===== src/rtl/decode_issue_ctrl_pkg.sv =====
// Shared RV32I decode constants and ID-stage bundles.
// Imported by the decode table and the issue controller.
package decode_issue_ctrl_pkg;

    localparam logic [6:0] OP_IMM = 7'b0010011;
    localparam logic [6:0] LOAD   = 7'b0000011;
    localparam logic [6:0] JALR   = 7'b1100111;
    localparam logic [6:0] STORE  = 7'b0100011;
    localparam logic [6:0] BRANCH = 7'b1100011;
    localparam logic [6:0] JAL    = 7'b1101111;
    localparam logic [6:0] LUI    = 7'b0110111;
    localparam logic [6:0] AUIPC  = 7'b0010111;
    localparam logic [6:0] OP     = 7'b0110011;

    // Must match the immediate extender's select encoding bit for bit.
    localparam logic [1:0] IMM_I = 2'b00;
    localparam logic [1:0] IMM_S = 2'b01;
    localparam logic [1:0] IMM_B = 2'b10;
    localparam logic [1:0] IMM_J = 2'b11;

    typedef enum logic {
        ST_RUN,
        ST_BUBBLE
    } state_e;

    typedef struct packed {
        logic       reg_write;
        logic       mem_read;
        logic       mem_write;
        logic       branch;
        logic       jump;
        logic       alu_src;
        logic       imm_upper;
        logic       illegal;
        logic       rs1_used;
        logic       rs2_used;
        logic [1:0] imm_en;
    } ctrl_t;

    typedef struct packed {
        logic       valid;
        logic [4:0] rd;
        logic [4:0] rs1;
        logic [4:0] rs2;
        logic       reg_write;
        logic       mem_read;
        logic       mem_write;
        logic       branch;
        logic       jump;
        logic       alu_src;
        logic       imm_upper;
        logic       illegal;
        logic [1:0] imm_en;
    } id_ex_t;

endpackage


===== src/rtl/decode_issue_ctrl_decode.sv =====
// Pure combinational RV32I opcode to control/immediate-format table.
// Unknown opcodes decode as illegal with no side effects.
module rv32i_ctrl_decode
    import decode_issue_ctrl_pkg::*;
(
    input  logic [6:0] op_i,
    output ctrl_t      ctrl_o
);

    always_comb begin
        ctrl_o = '0;
        unique case (1'b1)
            (op_i == OP_IMM): begin
                ctrl_o.reg_write = 1'b1;
                ctrl_o.alu_src   = 1'b1;
                ctrl_o.rs1_used  = 1'b1;
                ctrl_o.imm_en    = IMM_I;
            end
            (op_i == LOAD): begin
                ctrl_o.reg_write = 1'b1;
                ctrl_o.mem_read  = 1'b1;
                ctrl_o.alu_src   = 1'b1;
                ctrl_o.rs1_used  = 1'b1;
                ctrl_o.imm_en    = IMM_I;
            end
            (op_i == JALR): begin
                ctrl_o.reg_write = 1'b1;
                ctrl_o.jump      = 1'b1;
                ctrl_o.alu_src   = 1'b1;
                ctrl_o.rs1_used  = 1'b1;
                ctrl_o.imm_en    = IMM_I;
            end
            (op_i == STORE): begin
                ctrl_o.mem_write = 1'b1;
                ctrl_o.alu_src   = 1'b1;
                ctrl_o.rs1_used  = 1'b1;
                ctrl_o.rs2_used  = 1'b1;
                ctrl_o.imm_en    = IMM_S;
            end
            (op_i == BRANCH): begin
                ctrl_o.branch    = 1'b1;
                ctrl_o.rs1_used  = 1'b1;
                ctrl_o.rs2_used  = 1'b1;
                ctrl_o.imm_en    = IMM_B;
            end
            (op_i == JAL): begin
                ctrl_o.reg_write = 1'b1;
                ctrl_o.jump      = 1'b1;
                ctrl_o.alu_src   = 1'b1;
                ctrl_o.imm_en    = IMM_J;
            end
            (op_i == LUI),
            (op_i == AUIPC): begin
                ctrl_o.reg_write = 1'b1;
                ctrl_o.alu_src   = 1'b1;
                ctrl_o.imm_upper = 1'b1;
            end
            (op_i == OP): begin
                ctrl_o.reg_write = 1'b1;
                ctrl_o.rs1_used  = 1'b1;
                ctrl_o.rs2_used  = 1'b1;
            end
            default: ctrl_o.illegal = 1'b1;
        endcase
    end

endmodule


===== src/rtl/decode_issue_ctrl.sv =====
// RV32I decode-stage issue controller: ID/EX register, load-use
// bubble FSM, flush and EX back-pressure handling.
module decode_issue_ctrl
    import decode_issue_ctrl_pkg::*;
#(
    parameter int STALL_CNT_W = 16
) (
    input  logic                   clk,
    input  logic                   rst_n,
    input  logic                   if_valid,
    input  logic [31:0]            if_instr,
    output logic                   id_ready,
    input  logic                   flush,
    input  logic                   ex_ready,
    output logic [1:0]             imm_en,
    output logic                   ex_valid,
    output logic [4:0]             ex_rd,
    output logic [4:0]             ex_rs1,
    output logic [4:0]             ex_rs2,
    output logic                   ex_reg_write,
    output logic                   ex_mem_read,
    output logic                   ex_mem_write,
    output logic                   ex_branch,
    output logic                   ex_jump,
    output logic                   ex_alu_src,
    output logic                   ex_imm_upper,
    output logic [1:0]             ex_imm_en,
    output logic                   ex_illegal,
    output logic [STALL_CNT_W-1:0] stall_cnt
);

    ctrl_t                  dec;
    id_ex_t                 ex_q, ex_d;
    state_e                 state_q, state_d;
    logic [STALL_CNT_W-1:0] cnt_q, cnt_d;
    logic [4:0]             rs1, rs2;
    logic                   hz, stall, issue, bubble;
    logic                   unused_bits;

    rv32i_ctrl_decode u_dec (
        .op_i   (if_instr[6:0]),
        .ctrl_o (dec)
    );

    assign unused_bits = ^{if_instr[31:25], if_instr[14:12]};

    // Unused source fields read as x0 so they can never match ex_rd.
    assign rs1 = dec.rs1_used ? if_instr[19:15] : 5'd0;
    assign rs2 = dec.rs2_used ? if_instr[24:20] : 5'd0;

    assign hz = if_valid & ex_q.valid & ex_q.mem_read &
                (ex_q.rd != 5'd0) &
                ((ex_q.rd == rs1) | (ex_q.rd == rs2));

    assign stall    = (state_q == ST_RUN) & hz;
    assign bubble   = flush | (ex_ready & stall);
    assign issue    = ~flush & ex_ready & ~stall;
    assign id_ready = flush | (ex_ready & ~stall);
    assign imm_en   = dec.imm_en;

    always_comb begin
        ex_d = ex_q;
        if (bubble) begin
            ex_d.valid     = 1'b0;
            ex_d.reg_write = 1'b0;
            ex_d.mem_read  = 1'b0;
            ex_d.mem_write = 1'b0;
        end else if (issue) begin
            ex_d.valid     = if_valid;
            ex_d.rd        = if_instr[11:7];
            ex_d.rs1       = rs1;
            ex_d.rs2       = rs2;
            ex_d.reg_write = dec.reg_write & if_valid;
            ex_d.mem_read  = dec.mem_read & if_valid;
            ex_d.mem_write = dec.mem_write & if_valid;
            ex_d.branch    = dec.branch;
            ex_d.jump      = dec.jump;
            ex_d.alu_src   = dec.alu_src;
            ex_d.imm_upper = dec.imm_upper;
            ex_d.illegal   = dec.illegal;
            ex_d.imm_en    = dec.imm_en;
        end
    end

    always_comb begin
        state_d = ST_RUN;
        if (!flush && !ex_ready) state_d = state_q;
        else if (!flush && stall) state_d = ST_BUBBLE;
    end

    // Saturating: a pegged counter stays at all-ones.
    assign cnt_d = (issue | flush | ~stall | (&cnt_q)) ? cnt_q :
                   cnt_q + STALL_CNT_W'(1);

    always_ff @(posedge clk or negedge rst_n) begin
        if (!rst_n) begin
            ex_q    <= '0;
            state_q <= ST_RUN;
            cnt_q   <= '0;
        end else begin
            ex_q    <= ex_d;
            state_q <= state_d;
            cnt_q   <= (ex_ready & ~flush) ? cnt_d : cnt_q;
        end
    end

    assign ex_valid     = ex_q.valid;
    assign ex_rd        = ex_q.rd;
    assign ex_rs1       = ex_q.rs1;
    assign ex_rs2       = ex_q.rs2;
    assign ex_reg_write = ex_q.reg_write;
    assign ex_mem_read  = ex_q.mem_read;
    assign ex_mem_write = ex_q.mem_write;
    assign ex_branch    = ex_q.branch;
    assign ex_jump      = ex_q.jump;
    assign ex_alu_src   = ex_q.alu_src;
    assign ex_imm_upper = ex_q.imm_upper;
    assign ex_imm_en    = ex_q.imm_en;
    assign ex_illegal   = ex_q.illegal;
    assign stall_cnt    = cnt_q;

endmodule


===== config.mk =====
export PLATFORM = sky130hd
export DESIGN_NAME = decode_issue_ctrl
export DESIGN_NICKNAME = d
export VERILOG_FILES = /design/src/rtl/decode_issue_ctrl_pkg.sv /design/src/rtl/decode_issue_ctrl_decode.sv /design/src/rtl/decode_issue_ctrl.sv
export SDC_FILE = /design/constraint.sdc
export NUM_CORES = 1
export LEC_CHECK = 0
export CAP_MARGIN = 20
export CORE_MARGIN = 5
export CORE_UTILIZATION = 45
export CTS_BUF_LIST = sky130_fd_sc_hd__clkbuf_4
export DETAILED_ROUTE_END_ITERATION = 8
export PLACE_DENSITY_LB_ADDON = 0.3
export RECOVER_POWER = 100
export SLEW_MARGIN = 5
export SYNTH_ARGS = -nofsm -noshare
export SYNTH_HDL_FRONTEND = slang
export SYNTH_SLANG_ARGS = --single-unit
export TNS_END_PERCENT = 1

===== constraint.sdc =====
create_clock -name clk -period 4.56 [get_ports clk]
set_clock_uncertainty 0.15 [all_clocks]
set_input_delay 1.368 -clock clk [delete_from_list [all_inputs] [get_ports clk]]
set_output_delay 1.368 -clock clk [all_outputs]
set_load 0.02 [all_outputs]

# Word level (Yosys, flattened, before mapping)
# Index checks and enable logic that the tools add are counted.
[word_totals]
in_bits = 37
elab_cells = 83
ff_bits = 43
out_inout_bits = 45
[classes]
addsub = 1
eq_ne = 11
bitwise = 23
n_mux = 17
reduce_logical = 16
[op_table]
columns = ["op", "n"]
rows = [
  ["2-to-1 mux 26 bit", 1],
  ["equality test 7 x 6 -> 1 bit, second input constant", 3],
  ["equality test 7 bit, second input constant", 3],
  ["adder 16 x 1 -> 16 bit, second input constant", 1],
  ["AND reduction 16 bit", 1],
  ["equality test 7 x 5 -> 1 bit, second input constant", 2],
  ["OR reduction 7 bit", 2],
  ["AND 1 bit", 12],
  ["2-to-1 mux 1 bit", 12],
  ["equality test 5 bit", 2],
  ["2-to-1 mux 5 bit", 2],
  ["OR reduction 9 bit", 1],
  ["equality test 7 x 2 -> 1 bit, second input constant", 1],
  ["bitwise OR 1 bit", 6],
  ["one-hot mux 2 bit (3 select lines)", 1],
  ["OR reduction 6 bit", 1],
  ["NOT 1 bit", 5],
  ["nonzero test 5 bit", 1],
  ["AND reduction 2 bit", 2],
  ["OR reduction 2 bit", 2],
  ["2-to-1 mux 3 bit", 1],
  ["OR reduction 3 bit", 1],
  ["logical AND 1 bit", 2],
  ["logical NOT 1 bit", 2],
  ["nonzero test 2 bit", 1],
]

# Logic depth before layout (Yosys ltp)
[depth]
depth_word = 15
mapped_depth = 10
mapped_depth_nobuf = 8

# By module
# Synthesis repeated with hierarchy kept, for this count alone.
[unflattened]
hier_cells = 230
hier_area_um2 = 2439.8
[modules_own_cells]
columns = ["module", "area_per_inst_um2", "seq_area_each_um2", "n_inst", "cells_each"]
rows = [
  ["decode_issue_ctrl", 2200.9, 1076.0, 1, 197],
  ["rv32i_ctrl_decode", 239.0, 0.0, 1, 33],
]

# Worst setup path before layout
# No wires, ideal clock.
[synth_timing]
path_kind = "input to output"
from = "input if_instr[2]"
to = "output id_ready"
required_ns = 3.042
arrival_time_ns = 2.953
cell_stages = 7
slack_ns = 0.089
n_path_buf = 1
path_cell_list = "buf_2 > or2_4 > a2111o_1 > xor2_1 > nand4_2 > and2_1 > a21o_1"
[synth_between]
elab_chain_cells = 11
word_cells_on_any_way = 20
classes_between = "8 x eq/ne; 4 x mux; 6 x bitwise; 2 x reduce/logical"
[synth_rtl]
columns = ["item", "line_no", "rtl"]
rows = [
  ["from (decl)", "decode_issue_ctrl.sv:11", "input logic [31:0] if_instr,"],
  ["equality test 7 x 6 -> 1 bit (tied with other cells)", "decode_issue_ctrl_decode.sv:58", "(op_i == OP): begin"],
  ["OR reduction 6 bit (no source line) / OR reduction 3 bit (equally long branches)", "--", ""],
  ["2-to-1 mux 1 bit", "decode_issue_ctrl_decode.sv:12", "unique case (1'b1)"],
  ["2-to-1 mux 5 bit (on tied branches)", "decode_issue_ctrl.sv:48, decode_issue_ctrl.sv:49", ""],
  ["equality test 5 bit", "decode_issue_ctrl.sv:53", "((ex_q.rd == rs1) | (ex_q.rd == rs2));"],
  ["bitwise OR 1 bit (*)", "decode_issue_ctrl.sv:53", ""],
  ["AND 1 bit (*)", "decode_issue_ctrl.sv:52", "(ex_q.rd != 5'd0) &"],
  ["AND 1 bit (*)", "decode_issue_ctrl.sv:55", "assign stall = (state_q == ST_RUN) & hz;"],
  ["NOT 1 bit (*)", "decode_issue_ctrl.sv:58", "assign id_ready = flush | (ex_ready & ~stall);"],
  ["AND 1 bit (*)", "decode_issue_ctrl.sv:58", ""],
  ["bitwise OR 1 bit (*)", "decode_issue_ctrl.sv:58", ""],
  ["to (decl)", "decode_issue_ctrl.sv:12", "output logic id_ready,"],
]
# Mark *: on every way between the ends. The rest lies on a longest branch, timed or not.

# Worst setup path in the final report
# Same ends and word-level chain as after synthesis.

==> out/results.ini <==
[status]
status = completed

[placed_design]
place.gp.congestion = 0.9464
pre_cts_ws_ns = -0.7705
port_buffers = 71
dp_hpwl_mm = 4.443

[synthesis]
synth-main-ff-cell = dfrtp_1
syn_area_per_cell_um2 = 9.679
netlist_instances = 242
yosys.area.top_type_share_pct = 45.94
synth-edff-count = 0
yosys-top-cells-area = dfrtp_1, xor2_1, nand2_1
async_flop_share_pct = 100.0
yosysSeqAreaShare_pct = 45.94
synth_top_area_cell = dfrtp_1
synth_seq_cells = 43
yosys.cell_count.top_type = dfrtp_1
synth_common_cells = dfrtp_1, nand2_1, nor2_1, xor2_1, o21ai_0
ys_warn_count = 0
synth.distinct_cells = 49
syn_area_um2 = 2342
synth_fp_nets = 280

[global_route]
grt_pass1_wl_mm = 10.48
grt_use_met3_pct = 4.447
track_usage_pct = 20.09
grt_max_degree = 44
gr-usage-met2_pct = 34.98
use_met1_pct = 25.50
top_usage_layer = met2
grt_pass1_vias = 2251
grt_overflow = 0
antenna_found_initial = 0

[worst_setup_path]
crit_chain = buf_8 -> or2_4 -> a2111o_1 -> xor2_1 -> nand4_2 -> and2_4 -> a21o_1 -> buf_6
cp-start-kind = input pin
cp_top_family = compound AO/OA/AOI/OAI gates
worstPathArrival_ns = 2.99
crit_start = if_instr[2]
cp_slowest_stage_delay_ns = 0.46
worst_r2r_path_depth = 18
cp_slowest_cell = a2111o_1
worst-path-buf-inv = 2
cp.required_ns = 3.04
endpoint_kind = output port
crit_fanout = 4
r2r-start = ex_rd[2]
rrSetupSlack_ns = 0.99
rr_endpoint = stall_cnt[11]
critPathKind = input pin to output port

[floorplanning]
die_h_um = 82.15
die_w_um = 82.15
num_rows = 26
core_um2 = 5075
dieArea_um2 = 6748
pin_count = 82
start_util_pct = 46.15

[worst_hold_path]
hold_start = ex_rs1[0]
worstHoldEndpoint = ex_rs1[0]
hold_depth = 2
hold_class = flip-flop to flip-flop

[sta]
relSlewSlack_pct = 10.25
slew_violations = 0
setup_tns_ns = 0
layout_setup_ws_ns = 0.04974
fmax_mhz = 221.7
final.period_utilization_pct = 98.91
finalSetupViolations = 0
rsz0062_at_grt = yes
worst_slew_pin_slew_ns = 1.346
finalHoldViolCount = 0
min_period_ns = 4.510

[clock_tree]
cts-root-buf = clkbuf_4
insertion_delay_ns = 0.34
cts_tree = yes
clk_pin_slew_ns = 0.12
numCtsBuffers = 5
htreeDepth = 2
clock-sinks = 43
max-clock-path-buffers = 2

[finish]
multi_input_area_um2 = 1289
syn2layout_area_growth_pct = 53.63
register_area_um2 = 1076
nFillCells = 406
antenna_cells = 0
drive_gt1_share_pct = 27.61
final_net_count = 392

[routing]
dr.first_iter.drc_count = 76
wl_per_cell_um = 14.61
avgViaCountPerCell = 5.127
vias = 2179
dr.pass1.iters = 6
wl_mm = 6.210
drcViolationCount = 0
ant_nets = 0

[flow_run]
drv_cap = 0

[power]
p_leak_nw = 1.671
ir_worst_vdd_uv = 162.9
power_density_nw_per_um2 = 212.0

[metrics by stage]
step           std cells  utilization, %  power [mW]  hold slack (ns)  area (um^2)
2_1_floorplan        242               -      0.4826           0.3037         2342
3_3_place_gp         405           65.41      0.5668           0.3108         3319
3_5_place_dp         405           65.41      0.5700           0.3205         3319
4_1_cts              423           68.81      0.7643           0.3481         3492
5_1_grt              425           70.91      0.8104           0.3766         3598
6_report             425           70.91      0.7628           0.3426         3598
[worst register-to-register path, delay by kind of cell, from the launching register on]
kind	cells	cell delay [ns]
xor+xnor	1	0.16
buf+inv	11	1.38
simple gates	3	0.79
compound gates	3	0.49
flops	1	0.52
[state kept, by name, summed over array words and instances (netlist names), 2 cells and up]
| name | cells |
|---|---|
| ex_imm_en | 2 |
| ex_rd | 5 |
| ex_rs1 | 5 |
| ex_rs2 | 5 |
| stall_cnt | 16 |
[how the worst max path moves through the flow]
stage / endpoint / slack [ns] / depth (start not counted)
finish: id_ready / 0.05 / 8
global route: id_ready / -0.01 / 8
CTS: id_ready / 0.003 / 9
detailed placement: id_ready / -0.77 / 8
global placement: id_ready / -0.75 / 8
floorplan: id_ready / 0.09 / 7
[repair_timing]
item	CTS	global route
endpoints found under the setup margin	3	35
hold buffers	0	0
pin swaps	9	14
setup buffers	10	1
gates resized for setup	29	37
[cells in the final DEF, fill, tap and decap left out, types with 5 or more instances in the layout]
| master | instances |
|---|---|
| dlymetal6s2s_1 | 7 |
| nand4_1 | 6 |
| inv_1 | 7 |
| dfrtp_1 | 43 |
| buf_6 | 5 |
| xnor2_1 | 5 |
| clkbuf_4 | 7 |
| nand3_1 | 7 |
| clkbuf_2 | 5 |
| a21oi_1 | 6 |
| nand2_1 | 34 |
| o21ai_0 | 14 |
| xor2_1 | 17 |
| mux2_2 | 8 |
| clkdlybuf4s50_1 | 53 |
| nor2_1 | 18 |
| buf_4 | 43 |
[layout make-up]
| class | instances | area share (%) |
|---|---|---|
| Tap cell | 70 | 2.434 |
| Clock inverter | 1 | 0.1391 |
| Sequential cell | 43 | 29.90 |
| Multi-Input combinational cell | 179 | 35.81 |
| Clock buffer | 7 | 1.460 |
| Timing Repair Buffer | 118 | 29.52 |
| Inverter | 7 | 0.7302 |
[routing by layer]
| layer | wire length, um | up-vias |
|---|---|---|
| li1 | - | 1075 |
| met1 | 2723 | 1039 |
| met2 | 3136 | 63 |
| met3 | 325 | 2 |
| met4 | 24 | 0 |
| met5 | 0 | - |
[logic make-up (layout without fill, tap and decap cells)]
kind of cell               count (synthesis)  after routing  share of synthesized area (%)
adders and majority gates                  1              1                         0.5341
buffers and inverters                     20            133                          4.487
and+or+nand+nor                          104            104                          23.88
DFF                                       43             43                          45.94
xor gates and xnor gates                  22             22                          8.226
AOI/OAI and AO/OA                         44             44                          13.09
muxes                                      8              8                          3.846
[power breakdown]
part	switching (mW)	internal, mW	leakage (nW)	total (mW)
Clock	0.119	0.0722	0.0361	0.192
Sequential	0.0164	0.392	0.574	0.409
Combinational	0.0766	0.0860	1.06	0.163
(Power assumes the default switching activity.)
